[src/rtl/nes_pkg.sv]
// Shared types and constants for the NES controller capture path.
package nes_pkg;

   typedef enum logic [1:0] {
      IDLE,
      SHIFT,
      COMMIT
   } nes_cap_state_t;

   // Bit positions in the committed button vector (serial order from the pad).
   localparam int BTN_A      = 0;
   localparam int BTN_B      = 1;
   localparam int BTN_SELECT = 2;
   localparam int BTN_START  = 3;
   localparam int BTN_UP     = 4;
   localparam int BTN_DOWN   = 5;
   localparam int BTN_LEFT   = 6;
   localparam int BTN_RIGHT  = 7;

endpackage

[src/rtl/nes_sync.sv]
// Multi-flop synchronizer for the controller serial line. Resets to 1 so an
// idle (released) line reads as "no button" straight out of reset.
module nes_sync #(
   parameter int SYNC_STAGES = 2
) (
   input  logic clk,
   input  logic rst,
   input  logic d,
   output logic q
);

   logic [SYNC_STAGES-1:0] ff;

   // Shift the asynchronous input through the flop chain.
   always_ff @(posedge clk or posedge rst) begin
      if (rst) ff <= '1;
      else     ff <= {ff[SYNC_STAGES-2:0], d};
   end

   assign q = ff[SYNC_STAGES-1];

endmodule

[src/rtl/nes_button_capture.sv]
// NES controller button capture: assembles one serial frame per latch into
// an active-high button vector with frame_valid / pressed / frame_err pulses.
// Optional macro NES_DEBOUNCE_EN: a frame only commits when it matches the
// previous complete frame.
module nes_button_capture
   import nes_pkg::*;
#(
   parameter int NUM_BITS    = 8,
   parameter int SYNC_STAGES = 2
) (
   input  logic                clk,
   input  logic                rst,
   input  logic                latch,
   input  logic                button_en,
   input  logic                finished,
   input  logic                nes_data,
   output logic [NUM_BITS-1:0] buttons,
   output logic [NUM_BITS-1:0] pressed,
   output logic                frame_valid,
   output logic                frame_err
);

   localparam int CW = $clog2(NUM_BITS + 1);
   localparam logic [CW-1:0] LAST = CW'(NUM_BITS - 1);

   nes_cap_state_t    state;
   logic [CW-1:0]     bit_cnt;
   logic [NUM_BITS-1:0] sr;
   logic              d_s;
   logic              latch_q;
   logic              latch_rise;

`ifdef NES_DEBOUNCE_EN
   logic [NUM_BITS-1:0] cand;
`endif

   nes_sync #(.SYNC_STAGES(SYNC_STAGES)) u_sync (
      .clk (clk),
      .rst (rst),
      .d   (nes_data),
      .q   (d_s)
   );

   // Edge-detect the frame latch from the counter stage.
   always_ff @(posedge clk or posedge rst) begin
      if (rst) latch_q <= 1'b0;
      else     latch_q <= latch;
   end

   assign latch_rise = latch & ~latch_q;

   // Frame FSM: shift in serial bits, then commit the assembled vector.
   always_ff @(posedge clk or posedge rst) begin
      if (rst) begin
         state       <= IDLE;
         bit_cnt     <= '0;
         sr          <= '0;
         buttons     <= '0;
         pressed     <= '0;
         frame_valid <= 1'b0;
         frame_err   <= 1'b0;
`ifdef NES_DEBOUNCE_EN
         cand        <= '0;
`endif
      end else begin
         pressed     <= '0;
         frame_valid <= 1'b0;
         frame_err   <= 1'b0;
         case (state)
            IDLE: begin
               if (latch_rise) begin
                  state   <= SHIFT;
                  bit_cnt <= '0;
                  sr      <= '0;
               end
            end
            SHIFT: begin
               // The final strobe beats a coincident latch edge or finished.
               if (button_en && bit_cnt == LAST) begin
                  sr      <= {~d_s, sr[NUM_BITS-1:1]};
                  bit_cnt <= bit_cnt + CW'(1);
                  state   <= COMMIT;
               end else if (latch_rise) begin
                  frame_err <= 1'b1;
                  bit_cnt   <= '0;
                  sr        <= '0;
               end else if (finished) begin
                  frame_err <= 1'b1;
                  state     <= IDLE;
               end else if (button_en) begin
                  sr      <= {~d_s, sr[NUM_BITS-1:1]};
                  bit_cnt <= bit_cnt + CW'(1);
               end
            end
            COMMIT: begin
               state <= IDLE;
`ifdef NES_DEBOUNCE_EN
               if (sr == cand) begin
                  buttons     <= sr;
                  pressed     <= sr & ~buttons;
                  frame_valid <= 1'b1;
               end else begin
                  cand <= sr;
               end
`else
               buttons     <= sr;
               pressed     <= sr & ~buttons;
               frame_valid <= 1'b1;
`endif
            end
            default: state <= IDLE;
         endcase
      end
   end

endmodule
[config.mk]
export PLATFORM = sky130hd
export DESIGN_NAME = nes_button_capture
export DESIGN_NICKNAME = d
export VERILOG_FILES = /design/src/rtl/nes_pkg.sv /design/src/rtl/nes_sync.sv /design/src/rtl/nes_button_capture.sv
export SDC_FILE = /design/constraint.sdc
export NUM_CORES = 1
export LEC_CHECK = 0
export ABC_AREA = 1
export BUFFER_PORTS_ARGS = -buffer_cell sky130_fd_sc_hd__buf_4
export CORE_MARGIN = 3
export CORE_UTILIZATION = 49
export CTS_CLUSTER_DIAMETER = 150
export CTS_CLUSTER_SIZE = 20
export DETAILED_ROUTE_END_ITERATION = 10
export GPL_ROUTABILITY_DRIVEN = 0
export PLACE_DENSITY = 0.83
export RECOVER_POWER = 50
export SYNTH_ARGS = -nofsm -noshare
export SYNTH_HDL_FRONTEND = slang
export SYNTH_SLANG_ARGS = --single-unit
export TNS_END_PERCENT = 1
[constraint.sdc]
create_clock -name clk -period 1.54 [get_ports clk]
set_clock_uncertainty 0.1 [all_clocks]
set_input_delay 0.077 -clock clk [delete_from_list [all_inputs] [get_ports clk]]
set_output_delay 0.077 -clock clk [all_outputs]
set_load 0.05 [all_outputs]
==> metrics.md <==
| Metric | Value |
|---|---|
| Met2 usage | `0.296` |
| Clock Pin Slew Worst Setup and Hold Paths | `100 ps` |
| First-pass GRT wire length | `4560 µm` |
| Reg2reg start | `bit_cnt[1]` |
| Total power | `0.00185 W` |
| Die W | `60.7 µm` |
| Mean Syn Cell Area | `8.93 µm²` |
| Fin cells | `237` |
| Antenna diode instance count | `0` |
| GRT busiest layer | `met2` |
| Initial drt markers | `61` |
| # fillers | `236` |
| Yosys top cell area share | `0.564` |
| Reg2reg path depth | `9` |
| GR Util All Layers | `0.172` |
| Via count | `1153` |
| Clk buf depth | `2` |
| MaxCap Viol Count | `0` |
| TritonCTS Sinks | `35` |
| Clock root buffer | `clkbuf_4` |
| CTS tree | `built` |
| Layout Nets | `212` |
| Placed Instances | `221` |
| Mapped Area | `1470 µm²` |
| Worst R2R Setup Slack | `80 ps` |
| Post-DP HPWL | `1930 µm` |
| Vias in the first global route | `1117` |
| Ports | `24` |
| Top cells by area, synth | `dfrtp_1 (56%), nand2_1 (15%), nor2_1 (5.4%), inv_1 (4.4%), dfstp_2 (3.6%)` |
| FF/Latch Area | `878 µm²` |
| Grt ovf | `0` |
| Number of synthesized flops with an enable pin | `0` |
| # DRC | `0` |
| Slew margin rel. | `0.465` |
| Drt total wl | `2660 µm` |
| Worst hold stages | `5` |
| GR Layer Usage met3 | `0.0660` |
| Via density per instance | `4.86` |
| Grt met1 use | `0.191` |
| ANT nets after route | `0` |
| Routed wire per std cell | `11.2 µm` |
| Initial antenna violation count | `0` |
| Seq cells post-synth | `35` |
| Peak VDD IR | `962 µV` |
| R2R Path End | `sr[4]` |
| Ys async rst share | `1.00` |
| Fin util | `0.674` |
| Final period util | `0.946` |
| Syn. warnings | `0` |
| Initial core utilization | `0.522` |
| Final Max Slew Viols | `0` |
| Min cycle time layout | `1460 ps` |
| Ys flop type | `dfrtp_1` |
| Placement row count | `19` |
| Port buffer count | `23` |
| Multi-input gate area | `513 µm²` |
| Fmax | `687 MHz` |
| Cell with the most instances after synthesis | `nand2_1` |
| Worst-skew pair later-pin latency | `320 ps` |
| Count of final setup violators | `0` |
| Critical path arrival | `1630 ps` |
| Syn Nets | `171` |
| Crit path max fanout | `8` |
| Most frequent cells after synthesis | `nand2_1 (60), dfrtp_1 (33), nor2_1 (21)` |
| 1st-pass router iterations | `4` |
| Leak | `1.01 nW` |
| Startpoint types | `flip-flop` |
| Sequential area share after synthesis | `0.599` |
| Hold WS | `33.9 ps` |
| Critical Path Sink Type | `flip-flop` |
| Outcome | `completed` |
| Worst-margin pin slew | `802 ps` |
| Endpoints failing hold | `0` |
| Distinct cells, synth | `21` |
| H-tree Lvls | `2` |
| Total CTS buffers | `5` |
| Pwr/cell area | `978 nW/µm²` |
| Chip Height | `60.7 µm` |
| Required time of the critical path | `1710 ps` |
| Core area | `2810 µm²` |
| Top cell type by total area after synthesis | `dfrtp_1` |
| Post-Synthesis Cells | `164` |
| Setup CP Type | `reg2reg` |
| Worst hold path type | `in2reg` |
| Share of cells above drive strength 1 | `0.301` |
| Hold Crit Start | `button_en` |
| Largest net degree at the start of global routing | `36` |
| Hold endpoint | `state[1]` |
| Die area | `3680 µm²` |
| Area grow syn2layout | `28.9%` |
[cell usage in the layout, fill, tap and decap left out]
| cell | instances |
|---|---|
| inv_2 | 5 |
| nor2_4 | 3 |
| clkinv_2 | 1 |
| clkbuf_1 | 4 |
| nor2_1 | 19 |
| buf_4 | 25 |
| nor3_2 | 4 |
| nor2_2 | 2 |
| clkbuf_2 | 1 |
| nand2_4 | 2 |
| nand3_1 | 3 |
| dfstp_2 | 2 |
| bufinv_16 | 1 |
| o21ai_0 | 2 |
| ha_2 | 1 |
| dlygate4sd3_1 | 4 |
| a22oi_1 | 1 |
| nand2_2 | 3 |
| dfrtp_1 | 33 |
| buf_12 | 1 |
| a21oi_4 | 1 |
| a21oi_1 | 1 |
| buf_6 | 1 |
| o21ai_1 | 2 |
| nand2_1 | 57 |
| clkbuf_4 | 7 |
| inv_1 | 16 |
| nand4_1 | 2 |
| clkbuf_8 | 1 |
| o21ai_2 | 1 |
[power by group]
group,total [W],switching (W),internal [W]
logic,0.000227,0.000129,0.0000985
registers,0.000954,0.0000132,0.000941
clock network,0.000667,0.000284,0.000383
total,0.00185,0.000425,0.00142
[kinds of logic after synthesis]
| logic type | count (synthesis) | share of synthesized area |
|---|---|---|
| and+or+nand+nor | 95 | 0.282 |
| DFF | 35 | 0.599 |
| buffers and inverters | 25 | 0.0760 |
| AOI/OAI and AO/OA | 8 | 0.0342 |
| adders and majority gates | 1 | 0.00854 |
[flip-flops by register name (all words and copies together), names as in the netlist]
register / count
state: 2
buttons: 8
pressed: 8
bit_cnt: 4
frame_err: 1
sr: 8
latch_q: 1
u_sync.ff: 2
frame_valid: 1
[worst max-delay path, stage by stage, from the launching register on]
cell and delay, ps:
dfrtp_1 400, ha_2 190, nand2_1 60, inv_2 50, nand2_4 80, nand2_4 70, o21ai_2 140, buf_4 170
nand2_1 60, nand2_1 60
[routing by layer]
layer  routed length (µm)  up-vias
met5                    0        -
met4                   34        0
met3                  172        7
met2                 1300       34
met1                 1150      536
li1                     -      576
[per-stage QoR]
step / cell area (µm²) / TNS (ps) / setup slack, ps
2_1_floorplan: 1470 / 0 / 96.3
3_3_place_gp: 1710 / 0 / 48.2
3_5_place_dp: 1710 / 0 / 2.97
4_1_cts: 1850 / 0 / 26.5
6_report: 1890 / 0 / 83.4
5_1_grt: 1890 / -0.734 / -0.460
[how the worst max path moves through the flow]
stage / endpoint / from / slack, ps
2_1_floorplan: bit_cnt[0] / bit_cnt[0] / 100
3_3_place_gp: sr[3] / bit_cnt[1] / 50
3_5_place_dp: sr[3] / bit_cnt[1] / 3
4_1_cts: sr[3] / bit_cnt[0] / 30
5_1_grt: sr[2] / bit_cnt[1] / -0.5
6_report: sr[4] / bit_cnt[1] / 80
[area by class of cell]
| cell class | count | area share |
|---|---|---|
| tap | 31 | 0.0205 |
| clock buffer | 6 | 0.0272 |
| sequential | 35 | 0.465 |
| clock inverter | 2 | 0.0185 |
| multi-input combinational | 104 | 0.272 |
| inverter | 21 | 0.0417 |
| timing repair buffer | 38 | 0.156 |
[timing repair]
| action | CTS | global route |
|---|---|---|
| endpoints found under the setup margin | 1 | 12 |
| hold buffers | 4 | 0 |
| setup buffers | 1 | 3 |
| pin swaps | 0 | 3 |
| resized for setup | 1 | 11 |
| hold endpoints to repair | 37 | 0 |
Power figures use the tool's default switching activity.
